**src/rtl/sysahb_master_arbiter.sv**
```systemverilog
// ============================================================================
// Module   : sysahb_master_arbiter
// Purpose  : Two-master AHB-Lite arbiter and address/data mux for the sysahb fabric.
// Revision : 1.0 - initial release
// ============================================================================
`default_nettype none

module sysahb_master_arbiter #(
  parameter int PARK_MASTER = 0,
  parameter int MAX_HOLD    = 16,
  parameter int CNT_W       = 5
) (
  input  logic        sys_clk,
  input  logic        sys_resetn,

  input  logic        m0_hbusreq,
  output logic        m0_hgrant,
  input  logic [31:0] m0_haddr,
  input  logic [1:0]  m0_htrans,
  input  logic        m0_hwrite,
  input  logic [2:0]  m0_hsize,
  input  logic [2:0]  m0_hburst,
  input  logic [3:0]  m0_hprot,
  input  logic [31:0] m0_hwdata,
  output logic        m0_hready,
  output logic        m0_hresp,
  output logic [31:0] m0_hrdata,

  input  logic        m1_hbusreq,
  output logic        m1_hgrant,
  input  logic [31:0] m1_haddr,
  input  logic [1:0]  m1_htrans,
  input  logic        m1_hwrite,
  input  logic [2:0]  m1_hsize,
  input  logic [2:0]  m1_hburst,
  input  logic [3:0]  m1_hprot,
  input  logic [31:0] m1_hwdata,
  output logic        m1_hready,
  output logic        m1_hresp,
  output logic [31:0] m1_hrdata,

  output logic [31:0] sysahb_haddr,
  output logic [1:0]  sysahb_htrans,
  output logic        sysahb_hwrite,
  output logic [2:0]  sysahb_hsize,
  output logic [2:0]  sysahb_hburst,
  output logic [3:0]  sysahb_hprot,
  output logic [31:0] sysahb_hwdata,
  input  logic        sysahb_hready,
  input  logic        sysahb_hresp,
  input  logic [31:0] sysahb_hrdata
);

  localparam logic             PARK      = 1'(PARK_MASTER);
  localparam logic [CNT_W-1:0] HOLD_LIM  = CNT_W'(MAX_HOLD);
  localparam logic [1:0]       HT_IDLE   = 2'b00;
  localparam logic [1:0]       HT_NONSEQ = 2'b10;

  logic             grant_q;
  logic             downer_q;
  logic [CNT_W-1:0] hold_cnt;
  logic             grant_d;
  logic [CNT_W-1:0] hold_d;

  logic [1:0] owner_htrans;
  logic       owner_req;
  logic       other_req;
  logic       boundary;
  logic       hold_hit;

  assign owner_htrans = grant_q ? m1_htrans  : m0_htrans;
  assign owner_req    = grant_q ? m1_hbusreq : m0_hbusreq;
  assign other_req    = grant_q ? m0_hbusreq : m1_hbusreq;
  // SEQ and BUSY are never boundaries, so bursts in flight are never split.
  assign boundary     = (owner_htrans == HT_IDLE) || (owner_htrans == HT_NONSEQ);
  assign hold_hit     = (MAX_HOLD != 0) && (hold_cnt >= HOLD_LIM);

  always_comb begin
    grant_d = grant_q;
    hold_d  = hold_cnt;
    if (owner_htrans[1] && (hold_cnt != {CNT_W{1'b1}})) begin
      hold_d = hold_cnt + 1'b1;
    end
    if (boundary) begin
      if (other_req && (!owner_req || hold_hit)) begin
        grant_d = ~grant_q;
        hold_d  = '0;
      end else if (!other_req && !owner_req && (grant_q != PARK)) begin
        grant_d = PARK;
        hold_d  = '0;
      end
    end
  end

  // A stalled fabric freezes every register, including the data-phase owner.
  always_ff @(posedge sys_clk or negedge sys_resetn) begin
    if (!sys_resetn) begin
      grant_q  <= PARK;
      downer_q <= PARK;
      hold_cnt <= '0;
    end else if (sysahb_hready) begin
      grant_q  <= grant_d;
      downer_q <= grant_q;
      hold_cnt <= hold_d;
    end
  end

  assign m0_hgrant = ~grant_q;
  assign m1_hgrant = grant_q;

  assign sysahb_haddr  = grant_q ? m1_haddr  : m0_haddr;
  assign sysahb_htrans = sys_resetn ? owner_htrans : HT_IDLE;
  assign sysahb_hwrite = grant_q ? m1_hwrite : m0_hwrite;
  assign sysahb_hsize  = grant_q ? m1_hsize  : m0_hsize;
  assign sysahb_hburst = grant_q ? m1_hburst : m0_hburst;
  assign sysahb_hprot  = grant_q ? m1_hprot  : m0_hprot;
  assign sysahb_hwdata = downer_q ? m1_hwdata : m0_hwdata;

  assign m0_hready = sysahb_hready;
  assign m1_hready = sysahb_hready;
  assign m0_hrdata = sysahb_hrdata;
  assign m1_hrdata = sysahb_hrdata;
  assign m0_hresp  = sysahb_hresp & ~downer_q;
  assign m1_hresp  = sysahb_hresp &  downer_q;

endmodule

`default_nettype wire

```
**config.mk**
```make
export PLATFORM = sky130hd
export DESIGN_NAME = sysahb_master_arbiter
export DESIGN_NICKNAME = d
export VERILOG_FILES = /design/src/rtl/sysahb_master_arbiter.sv
export SDC_FILE = /design/constraint.sdc
export NUM_CORES = 1
export LEC_CHECK = 0
export ABC_AREA = 1
export BUFFER_PORTS_ARGS = -buffer_cell sky130_fd_sc_hd__buf_4
export CORE_AREA = 5 5 129 131
export CTS_CLUSTER_DIAMETER = 40
export CTS_CLUSTER_SIZE = 28
export DETAILED_ROUTE_END_ITERATION = 16
export DIE_AREA = 0 0 134 136
export GPL_TIMING_DRIVEN = 0
export PLACE_DENSITY = 0.54
export SETUP_SLACK_MARGIN = 0.1
export SLEW_MARGIN = 0
export SYNTH_ARGS = -nofsm -noshare
export SYNTH_HDL_FRONTEND = slang
export SYNTH_SLANG_ARGS = --single-unit
export TNS_END_PERCENT = 5
```
**constraint.sdc**
```tcl
create_clock -name sys_clk -period 1.92 [get_ports sys_clk]
set_clock_uncertainty 0.2 [all_clocks]
set_input_delay 0.096 -clock sys_clk [delete_from_list [all_inputs] [get_ports sys_clk]]
set_output_delay 0.096 -clock sys_clk [all_outputs]
set_load 0.01 [all_outputs]
```
==> results of run 1 <==
[repair_timing]
| item | 4_1_cts | 5_1_grt |
|---|---|---|
| endpoints found under the setup margin | 21 | 54 |
| endpoints found under the hold margin | 8 | 0 |
| hold buffers | 2 | 0 |
| gates resized for setup | 1 | 7 |
| pin swaps | 0 | 1 |
[report_power, final]
part	switching, W	total (W)	internal [W]
combinational	0.00178	0.00336	0.00158
sequential	0.0000619	0.000275	0.000213
clock	0.0000800	0.000356	0.000276
total	0.00192	0.00399	0.00207
[registers in the layout, indices dropped and copies added, names as in the netlist]
name / cells
m1_hgrant: 1
downer_q: 1
hold_cnt: 5
[metal layers]
metal | routed length, um | part of all wire [%] | GRT usage (%)
met1 | 3940 | 35 | 11.6
met2 | 5850 | 52 | 20.7
met3 | 1470 | 13 | 4.00
met4 | 71 | 0.63 | 1.89
met5 | 0 | 0 | 0
[worst max path at each step]
stage	end	cells after the start	start	slack, ns
detailed placement	hold_cnt[4]$_DFFE_PN0P_	8	hold_cnt[0]$_DFFE_PN0P_	0.14
CTS	sysahb_hwdata[2]	6	downer_q$_DFFE_PN0P_	0.08
floorplan	hold_cnt[1]$_DFFE_PN0P_	8	hold_cnt[0]$_DFFE_PN0P_	0.25
global route	hold_cnt[0]$_DFFE_PN0P_	10	hold_cnt[0]$_DFFE_PN0P_	0.03
global placement	hold_cnt[1]$_DFFE_PN0P_	8	hold_cnt[0]$_DFFE_PN0P_	0.14
finish	sysahb_haddr[9]	6	m1_hgrant$_DFFE_PN0P_	0.15
[stage by stage]
step / worst slack, ns / utilization [%]
2_1_floorplan: 0.254 / -
3_3_place_gp: 0.144 / 29.0
3_5_place_dp: 0.139 / 29.0
4_1_cts: 0.0799 / 29.7
5_1_grt: 0.0282 / 29.7
6_report: 0.145 / 29.7
[area by class of cell]
type | count | area, sq um | area share (%)
timing repair buffer | 308 | 2320 | 50.3
clock buffer | 4 | 78.8 | 1.71
buffer | 83 | 594 | 12.9
inverter | 16 | 60.1 | 1.30
multi-input combinational | 282 | 1140 | 24.7
tap | 192 | 240 | 5.22
sequential | 7 | 176 | 3.83
[cells by family after synthesis]
group | Yosys count | share of synthesized area [%]
AND/OR/NAND/NOR | 276 | 55.8
buffers and inverters | 99 | 33.0
flip-flops | 7 | 8.95
AO/OA/AOI/OAI | 4 | 1.02
adder cells (fa/ha/maj) | 2 | 1.28
[layout by cell type, fill, tap and decap left out, types with 2 or more instances in the layout]
cell type and instances:
clkbuf_16 3, dfrtp_1 6, nand2_1 249, clkbuf_1 3, buf_4 373, nand3_1 5, ha_1 2, nand2_2 4
inv_1 14, dlygate4sd3_1 2, inv_2 2, o21ai_0 2, nand4_1 2, clkbuf_4 3, nor2_1 8, buf_2 9
nor2_2 5
==> flow_summary.yaml, run 1 <==
final_layout:
  stdcell_count: 892
  finalNetCount: 895
  n_fill_cell: 1738
  design_area_sq_um: 4600
  n_antenna_cell: 0
  drive_above_1_share_pct: 57.9
  area_delta_synth_final_pct: 135
synth:
  ys_ff_latch: 7
  synth_fp_nets: 582
  synth-async-reset-ratio_pct: 100
  synth_seq_area_share_pct: 8.95
  yosysMostFrequentCell: "nand2_1"
  synth_flop_cell: "dfrtp_1"
  synthesis.area_sq_um: 1960
  synth_top_area_share_pct: 47.8
  synth_top_cells_by_count: "nand2_1 (249), buf_4 (67), inv_1 (15), buf_2 (12), nor2_1 (8)"
  avgSynthCellArea_sq_um: 5.04
  yosysUniqueCellTypes: 19
  synth_top_area_cell: "nand2_1"
  syn-instance-count: 388
  synth_edf_count: 0
  ys_warn_count: 0
  synth_area_leaders: "nand2_1 (48%), buf_4 (26%), dfrtp_1 (9.0%), buf_2 (3.1%), inv_1 (2.9%)"
power_and_ir_drop:
  p_per_area_nw_per_um2: 868
  ir_worst_vdd_mv: 0.325
  finalPower_w: 0.00399
  power.leakage_nw: 2.87
timing:
  fin_setup_tns_ns: 0
  setup_viol_count_final: 0
  relSlewSlack_pct: 71.8
  rsz0062_at_grt: "true"
  fmax_mhz: 564
  slew_violations: 0
  fin_crit_sh_pct: 92.4
  hold_violations: 0
  tightest_slew_ns: 0.424
  hold_ws_ns: 0.0254
  min_period_ns: 1.77
floorplanning:
  pin_count: 339
  fp-row-count: 46
  fp.dieH_um: 136
  design.core.area_sq_um: 15500
  die_area_sq_um: 18200
  fp.dieW_um: 134
  start_util_pct: 12.6
cts:
  clock_latency_ns: 0.23
  cts_root_buf: "clkbuf_16"
  cts_tree: "yes"
  clk_pin_slew_ns: 0.04
  cts_htree_levels: 1
  cts_buffers: 3
  clkSinkCount: 7
  cts_max_path_buffers: 2
  cts_setup_buffers: 0
grt:
  overflow: 0
  grt_max_degree: 11
  grt_pass1_wl_mm: 16.0
  antenna_found_initial: 0
  first_global_vias: 3178
  grt_use_total_pct: 10.9
setup_path:
  crit_type: "flip-flop to primary output"
  critPathMostFrequentCell: "nand2_1"
  required_ns: 1.62
  r2r-start: "hold_cnt[0]$_DFFE_PN0P_"
  ff2ff_setup_slack_ns: 0.18
  worst_path_largest_cell_delay_ns: 0.45
  r2r-end: "hold_cnt[1]$_DFFE_PN0P_"
  cp_slowest_cell: "dfrtp_2"
  critPathCaptureType: "primary output"
  arrival_ns: 1.48
  cp_max_fo: 10
  cp_cell_sequence: "inv_2 -> buf_6 -> buf_2 -> nand2_1 -> nand2_1 -> buf_4"
  cpLargestDelayFamily: "buffers and inverters"
  worst-r2r-cell-count: 8
  crit_buf_inv: 4
  crit_path_start_kind: "flip-flop"
route:
  drt_first_iter_violations: 37
  drc: 0
  ant_nets: 0
  wire_per_inst_um: 12.7
  drt_pass1_iterations: 4
  wl_mm: 11.3
  num_vias: 3249
  viasPerCell: 3.64
placement:
  dp_cells: 886
  gp_congestion: 0.713
  post_dp_cell_area_sq_um: 4490
  detailed_place_hpwl_mm: 10.2
  portBuffers: 306
worst_hold_path:
  min_path_type: "input pin to asynchronous set/reset pin"
outcome:
  outcome: "finished clean"
run:
  maxCapViolCount: 0
(Power assumes the default switching activity.)
==> run 2, diff against run 1 <==
--- a/config.mk
+++ b/config.mk
@@ -5,7 +5,6 @@
 export SDC_FILE = /design/constraint.sdc
 export NUM_CORES = 1
 export LEC_CHECK = 0
-export ABC_AREA = 1
 export BUFFER_PORTS_ARGS = -buffer_cell sky130_fd_sc_hd__buf_4
 export CORE_AREA = 5 5 129 131
 export CTS_CLUSTER_DIAMETER = 40
==> run 2 against run 1 <==
  * Worst hold slack got worse by 0.016 ns
  * Via count is 20% lower
  * Setup slack got worse by 0.036 ns
  * Routed wire length is 4.1% lower
  * Largest cell class unchanged
  * Critical path type unchanged
  * Final area is 0.49% lower
  * Critical path depth is 1 lower
  * Non-clock buffer count fell by 7
  * Power decreased by 4.9%
  * Highest routed layer unchanged
  * Die area unchanged
==> flow_summary.yaml, run 2 <==
outcome:
  outcome: "finished clean"
grt:
  grt_use_met1_pct: 9.83
  busiest_layer: "met2"
  use_met2_pct: 21.9
  grt_pass1_wl_mm: 15.2
  first_global_vias: 2850
  grt_max_degree: 11
  grtUsageMet3_pct: 4.48
  antenna_found_initial: 0
  overflow: 0
  grt_use_total_pct: 10.6
final_layout:
  finalNetCount: 702
  drive_above_1_share_pct: 92.3
  fin_util_pct: 29.6
  largest_reg_flops: 5
  area_delta_synth_final_pct: 142
  n_antenna_cell: 0
  final_cell_mix: "buf_4 (377), mux2_2 (77), dfrtp_1 (7), nor2_1 (6)"
  top_register: "hold_cnt"
  layout_commonest_cell: "buf_4"
  design_area_sq_um: 4580
  stdcell_count: 699
cts:
  cts_buffers: 3
  cts_max_path_buffers: 2
  clkSinkCount: 7
  cts_root_buf: "clkbuf_16"
  cts_htree_levels: 1
  clk_pin_slew_ns: 0.04
  clock_latency_ns: 0.23
  cts_tree: "yes"
route:
  wl_mm: 10.9
  drt_pass1_iterations: 4
  drt_first_iter_violations: 18
  ant_nets: 0
  drc: 0
  wire_per_inst_um: 15.5
  num_vias: 2594
  viasPerCell: 3.71
timing:
  tightest_slew_ns: 0.362
  rsz0062_at_grt: "true"
  slew_violations: 0
  setup_viol_count_final: 0
  relSlewSlack_pct: 75.6
  fmax_mhz: 552
  hold_violations: 0
  fin_crit_sh_pct: 94.3
  fin_setup_tns_ns: 0
  min_period_ns: 1.81
floorplanning:
  fp-row-count: 46
  design.core.area_sq_um: 15500
  start_util_pct: 12.2
  fp.dieH_um: 136
  pin_count: 339
  fp.dieW_um: 134
  die_area_sq_um: 18200
worst_hold_path:
  hold_depth: 2
  min_path_type: "input pin to flip-flop"
  holdCritStartpoint: "sysahb_hready"
  whs_endpoint: "downer_q$_DFFE_PN0P_"
placement:
  post_dp_cell_area_sq_um: 4430
  detailed_place_hpwl_mm: 9.96
  portBuffers: 306
  gp_congestion: 0.761
  dp_cells: 693
synth:
  ys_warn_count: 0
  synth_top_area_cell: "mux2_2"
  synth_fp_nets: 389
  ys_ff_latch: 7
  muxShareOfSynthArea_pct: 48.6
  yosysUniqueCellTypes: 23
  synth_top_area_share_pct: 45.9
  synth_edf_count: 0
  synth_flop_cell: "dfrtp_1"
  synth_top_cells_by_count: "mux2_2 (77), buf_4 (70), dfrtp_1 (7), nor2_1 (6), buf_2 (5)"
  syn-instance-count: 195
  avgSynthCellArea_sq_um: 9.70
  synthAdderAreaFrac_pct: 1.32
  synth_compound_area_share_pct: 0.927
  synthSimpleGateAreaFrac_pct: 8.14
  synthXorXnorAreaFrac_pct: 1.39
  synth_top_family_by_area: "multiplexers"
  yosysMostFrequentCell: "mux2_2"
  synth-async-reset-ratio_pct: 100
  synthesis.area_sq_um: 1890
  synth_seq_area_share_pct: 9.27
  synth_area_leaders: "mux2_2 (46%), buf_4 (28%), dfrtp_1 (9.3%), mux2i_1 (1.6%), xnor2_1 (1.4%)"
setup_path:
  critPathCaptureType: "primary output"
  crit_type: "flip-flop to primary output"
  r2r-end: "hold_cnt[4]$_DFFE_PN0P_"
  cp_max_fo: 10
  r2r-start: "hold_cnt[0]$_DFFE_PN0P_"
  worst-r2r-cell-count: 6
  required_ns: 1.62
  critPathMostFrequentCell: "buf_6"
  cp_cell_sequence: "buf_6 -> buf_12 -> buf_6 -> mux2_2 -> buf_4"
  cp_slowest_cell: "dfrtp_1"
  arrival_ns: 1.51
  crit_path_start_kind: "flip-flop"
  worst_path_largest_cell_delay_ns: 0.35
  ff2ff_setup_slack_ns: 0.13
power_and_ir_drop:
  p_per_area_nw_per_um2: 829
  power.leakage_nw: 2.39
  ir_worst_vdd_mv: 0.394
run:
  maxCapViolCount: 0
## run 2: cell families (layout without fill, tap and decap cells)
kind of cell | Yosys count | after routing
buffers and inverters | 79 | 391
multiplexers | 81 | 81
adder cells (fa/ha/maj) | 2 | 2
AO/OA/AOI/OAI | 2 | 2
AND/OR/NAND/NOR | 21 | 21
XOR/XNOR | 3 | 3
flip-flops | 7 | 7
## run 2: worst max path at each step
stage / start / slack, ns / endpoint / cells past startpoint
2_1_floorplan: hold_cnt[0]$_DFFE_PN0P_ / 0.1 / hold_cnt[2]$_DFFE_PN0P_ / 6
3_3_place_gp: hold_cnt[0]$_DFFE_PN0P_ / 0.03 / hold_cnt[3]$_DFFE_PN0P_ / 6
3_5_place_dp: hold_cnt[0]$_DFFE_PN0P_ / 0.01 / hold_cnt[2]$_DFFE_PN0P_ / 6
4_1_cts: hold_cnt[0]$_DFFE_PN0P_ / 0.08 / hold_cnt[3]$_DFFE_PN0P_ / 6
5_1_grt: m1_hgrant$_DFFE_PN0P_ / 0.04 / sysahb_haddr[9] / 5
6_report: m1_hgrant$_DFFE_PN0P_ / 0.11 / sysahb_haddr[12] / 5
## run 2: repair_timing
| action | CTS | global route |
|---|---|---|
| pin swaps | 0 | 4 |
| hold buffers | 1 | 0 |
| setup endpoints to repair | 75 | 46 |
| gates resized for setup | 14 | 1 |
| buffers inserted | 1 | 0 |
| hold endpoints to repair | 7 | 0 |
## run 2: area by class of cell
type	instances	area [sq um]
fillers	1691	10900
repair buffers	308	2310
multi-input cells	109	1150
plain buffers	76	606
well taps	192	240
flip-flops and latches	7	175
clock buffers	4	78.8
inverters	3	11.3
## run 2: worst max-delay path: cells and delay by family (launching register included)
kind,cells,cell delay (ns)
muxes,1,0.35
DFF,1,0.35
buffers and inverters,4,0.58
## run 2: per-stage QoR
| step | setup WS (ns) | hold slack [ns] | power (W) |
|---|---|---|---|
| 5_1_grt | 0.0363 | 0.0418 | 0.00406 |
| 6_report | 0.109 | 0.00985 | 0.00380 |
| 4_1_cts | 0.0801 | 0.0281 | 0.00389 |
| 2_1_floorplan | 0.0955 | -0.400 | 0.00190 |
| 3_3_place_gp | 0.0301 | -0.274 | 0.00335 |
| 3_5_place_dp | 0.0120 | -0.274 | 0.00338 |
## run 2: per-layer routing
metal / wire length, um / vias up
met5: 0 / -
met4: 76 / 0
met3: 1450 / 6
met2: 5970 / 211
met1: 3360 / 1147
li1: - / 1230
## run 2: power by group
part | switching [W] | internal (W) | total (W)
registers | 0.0000454 | 0.000210 | 0.000256
logic | 0.00130 | 0.00188 | 0.00318
clock network | 0.0000829 | 0.000277 | 0.000360
total | 0.00143 | 0.00237 | 0.00380
==> run 3, diff against run 2 <==
--- a/config.mk
+++ b/config.mk
@@ -5,14 +5,14 @@
 export SDC_FILE = /design/constraint.sdc
 export NUM_CORES = 1
 export LEC_CHECK = 0
-export BUFFER_PORTS_ARGS = -buffer_cell sky130_fd_sc_hd__buf_4
-export CORE_AREA = 5 5 129 131
+export CORE_AREA = 5 5 130 132
 export CTS_CLUSTER_DIAMETER = 40
 export CTS_CLUSTER_SIZE = 28
 export DETAILED_ROUTE_END_ITERATION = 16
-export DIE_AREA = 0 0 134 136
+export DIE_AREA = 0 0 135 137
+export DONT_BUFFER_PORTS = 1
 export GPL_TIMING_DRIVEN = 0
-export PLACE_DENSITY = 0.54
+export PLACE_DENSITY = 0.35
 export SETUP_SLACK_MARGIN = 0.1
 export SLEW_MARGIN = 0
 export SYNTH_ARGS = -nofsm -noshare
==> run 3 against run 2 <==
  * Count of clock-buffer cells in the layout stayed put
  * Via count is 42% lower
  * Utilization is 14 points lower
  * First-iteration DRC count is 5.6% higher
  * Sequential power is 3% higher
  * Sequential share of layout area is 3.5 points higher
  * Highest routed layer unchanged
  * Combinational power is 36% lower
  * Critical path depth is 1 lower
  * Global-route usage is 3.9 points lower
  * Setup slack better by 0.014 ns
  * Power is 30% lower
  * Flip-flop and latch count stayed put
==> flow_summary.yaml, run 3 (synthesis results as in run 2) <==
cts:
  cts_buffers: 3
  clk_pin_slew_ns: 0.04
  clkSinkCount: 7
  cts_htree_levels: 1
  clock_latency_ns: 0.23
  cts_max_path_buffers: 2
  cts_tree: "yes"
  cts_root_buf: "clkbuf_16"
setup_path:
  worst_path_largest_cell_delay_ns: 0.42
  r2r-start: "m1_hgrant$_DFFE_PN0P_"
  required_ns: 1.62
  crit_buf_inv: 3
  worst-r2r-cell-count: 7
  cp_max_fo: 10
  crit_type: "flip-flop to primary output"
  crit_cells: 4
  cp_slowest_cell: "dfrtp_1"
  ff2ff_setup_slack_ns: 0.14
  critPathCaptureType: "primary output"
  crit_path_start_kind: "flip-flop"
  arrival_ns: 1.50
  cpLargestDelayFamily: "buffers and inverters"
  critPathMostFrequentCell: "buf_6"
  r2r-end: "hold_cnt[2]$_DFFE_PN0P_"
  cp_cell_sequence: "buf_6 -> buf_8 -> buf_6 -> mux2_2"
route:
  drt_pass1_iterations: 4
  num_vias: 1494
  wl_mm: 7.57
  drt_first_iter_violations: 19
  drc: 0
  ant_nets: 0
  viasPerCell: 3.52
  wire_per_inst_um: 17.8
final_layout:
  area_delta_synth_final_pct: 26.3
  finalNetCount: 403
  stdcell_count: 424
  top_register: "hold_cnt"
  design_area_sq_um: 2390
  n_antenna_cell: 0
  seq_area_sq_um: 175
  fin_util_pct: 15.3
  final_cell_mix: "mux2_2 (77), buf_4 (68), dfrtp_1 (7), buf_6 (6), nor2_1 (6)"
  multi_input_area_sq_um: 1170
  largest_reg_flops: 5
  n_fill_cell: 1726
  drive_above_1_share_pct: 80.8
  layout_commonest_cell: "mux2_2"
placement:
  dp_cells: 411
  detailed_place_hpwl_mm: 6.94
  gp_congestion: 0.697
  post_dp_cell_area_sq_um: 2160
  portBuffers: 0
floorplanning:
  pin_count: 339
  die_area_sq_um: 18500
  design.core.area_sq_um: 15600
  start_util_pct: 12.1
  fp.dieW_um: 135
  fp.dieH_um: 137
  fp-row-count: 46
outcome:
  outcome: "finished clean"
run:
  maxCapViolCount: 0
timing:
  fin_crit_sh_pct: 93.6
  setup_viol_count_final: 0
  slew_violations: 0
  min_period_ns: 1.80
  relSlewSlack_pct: 74.6
  rsz0062_at_grt: "true"
  fin_setup_tns_ns: 0
  tightest_slew_ns: 0.379
  hold_violations: 0
  fmax_mhz: 557
grt:
  first_global_vias: 1625
  grt_max_degree: 11
  busiest_layer: "met2"
  grtUsageMet3_pct: 2.13
  use_met2_pct: 14.6
  overflow: 0
  grt_use_total_pct: 6.70
  antenna_found_initial: 0
  grt_use_met1_pct: 6.01
  grt_pass1_wl_mm: 9.39
power_and_ir_drop:
  p_per_area_nw_per_um2: 1120
  power.leakage_nw: 0.951
  ir_worst_vdd_mv: 0.381
worst_hold_path:
  min_path_type: "input pin to asynchronous set/reset pin"
==> run 3: cell types whose count changed in the layout (fill, tap and decap cells not counted), sizes merged <==
cell / delta
buf: -303
dlygate4sd3: +4
==> run 3: worst max path at each step <==
stage / slack [ns] / endpoint / from
3_5_place_dp: 0.003 / hold_cnt[1]$_DFFE_PN0P_ / hold_cnt[0]$_DFFE_PN0P_
4_1_cts: 0.09 / hold_cnt[1]$_DFFE_PN0P_ / hold_cnt[1]$_DFFE_PN0P_
5_1_grt: 0.03 / hold_cnt[1]$_DFFE_PN0P_ / m1_hgrant$_DFFE_PN0P_
2_1_floorplan: 0.1 / hold_cnt[2]$_DFFE_PN0P_ / hold_cnt[0]$_DFFE_PN0P_
6_report: 0.12 / sysahb_haddr[13] / m1_hgrant$_DFFE_PN0P_
3_3_place_gp: 0.02 / hold_cnt[1]$_DFFE_PN0P_ / hold_cnt[0]$_DFFE_PN0P_
==> run 3: layout make-up <==
cell class / count / area share (%)
Multi-Input combinational cell: 109 / 49.0
Buffer: 76 / 24.6
Tap cell: 216 / 11.3
Sequential cell: 7 / 7.33
Timing Repair Buffer: 9 / 4.03
Clock buffer: 4 / 3.30
Inverter: 3 / 0.471
==> run 3: stage by stage <==
stage,power [W],hold slack (ns),setup slack (ns)
detailed placement,0.00219,-0.399,0.00324
global placement,0.00220,-0.399,0.0241
floorplan,0.00190,-0.400,0.0955
finish,0.00267,0.0219,0.123
CTS,0.00268,0.0292,0.0894
global route,0.00284,0.0499,0.0307
==> run 3: worst register-to-register path: stages (launching register included) <==
cell,delay (ns)
dfrtp_1,0.42
buf_6,0.16
buf_6,0.12
mux2i_4,0.21
buf_12,0.14
nor4b_4,0.21
xnor2_1,0.15
nor2_1,0.05
==> run 3: what timing repair did <==
action,4_1_cts,5_1_grt
endpoints found under the setup margin,48,53
cloned,0,0
endpoints found under the hold margin,9,0
hold buffers,5,0
pin swaps,1,1
gates resized for setup,10,3
setup buffers,3,1
==> run 3: per-layer routing <==
| metal | vias to the layer above | routed length, um | share of wire, % |
|---|---|---|---|
| met5 | - | 0 | 0 |
| met4 | 0 | 22 | 0.29 |
| met3 | 4 | 954 | 13 |
| met2 | 197 | 4390 | 58 |
| met1 | 661 | 2200 | 29 |
| li1 | 632 | - | - |
==> run 3: power by group <==
group          total [W]  leakage, nW  internal [W]  switching, W
registers       0.000263       0.0899      0.000210     0.0000525
clock network   0.000356       0.0382      0.000276     0.0000795
logic            0.00205        0.823       0.00103       0.00102
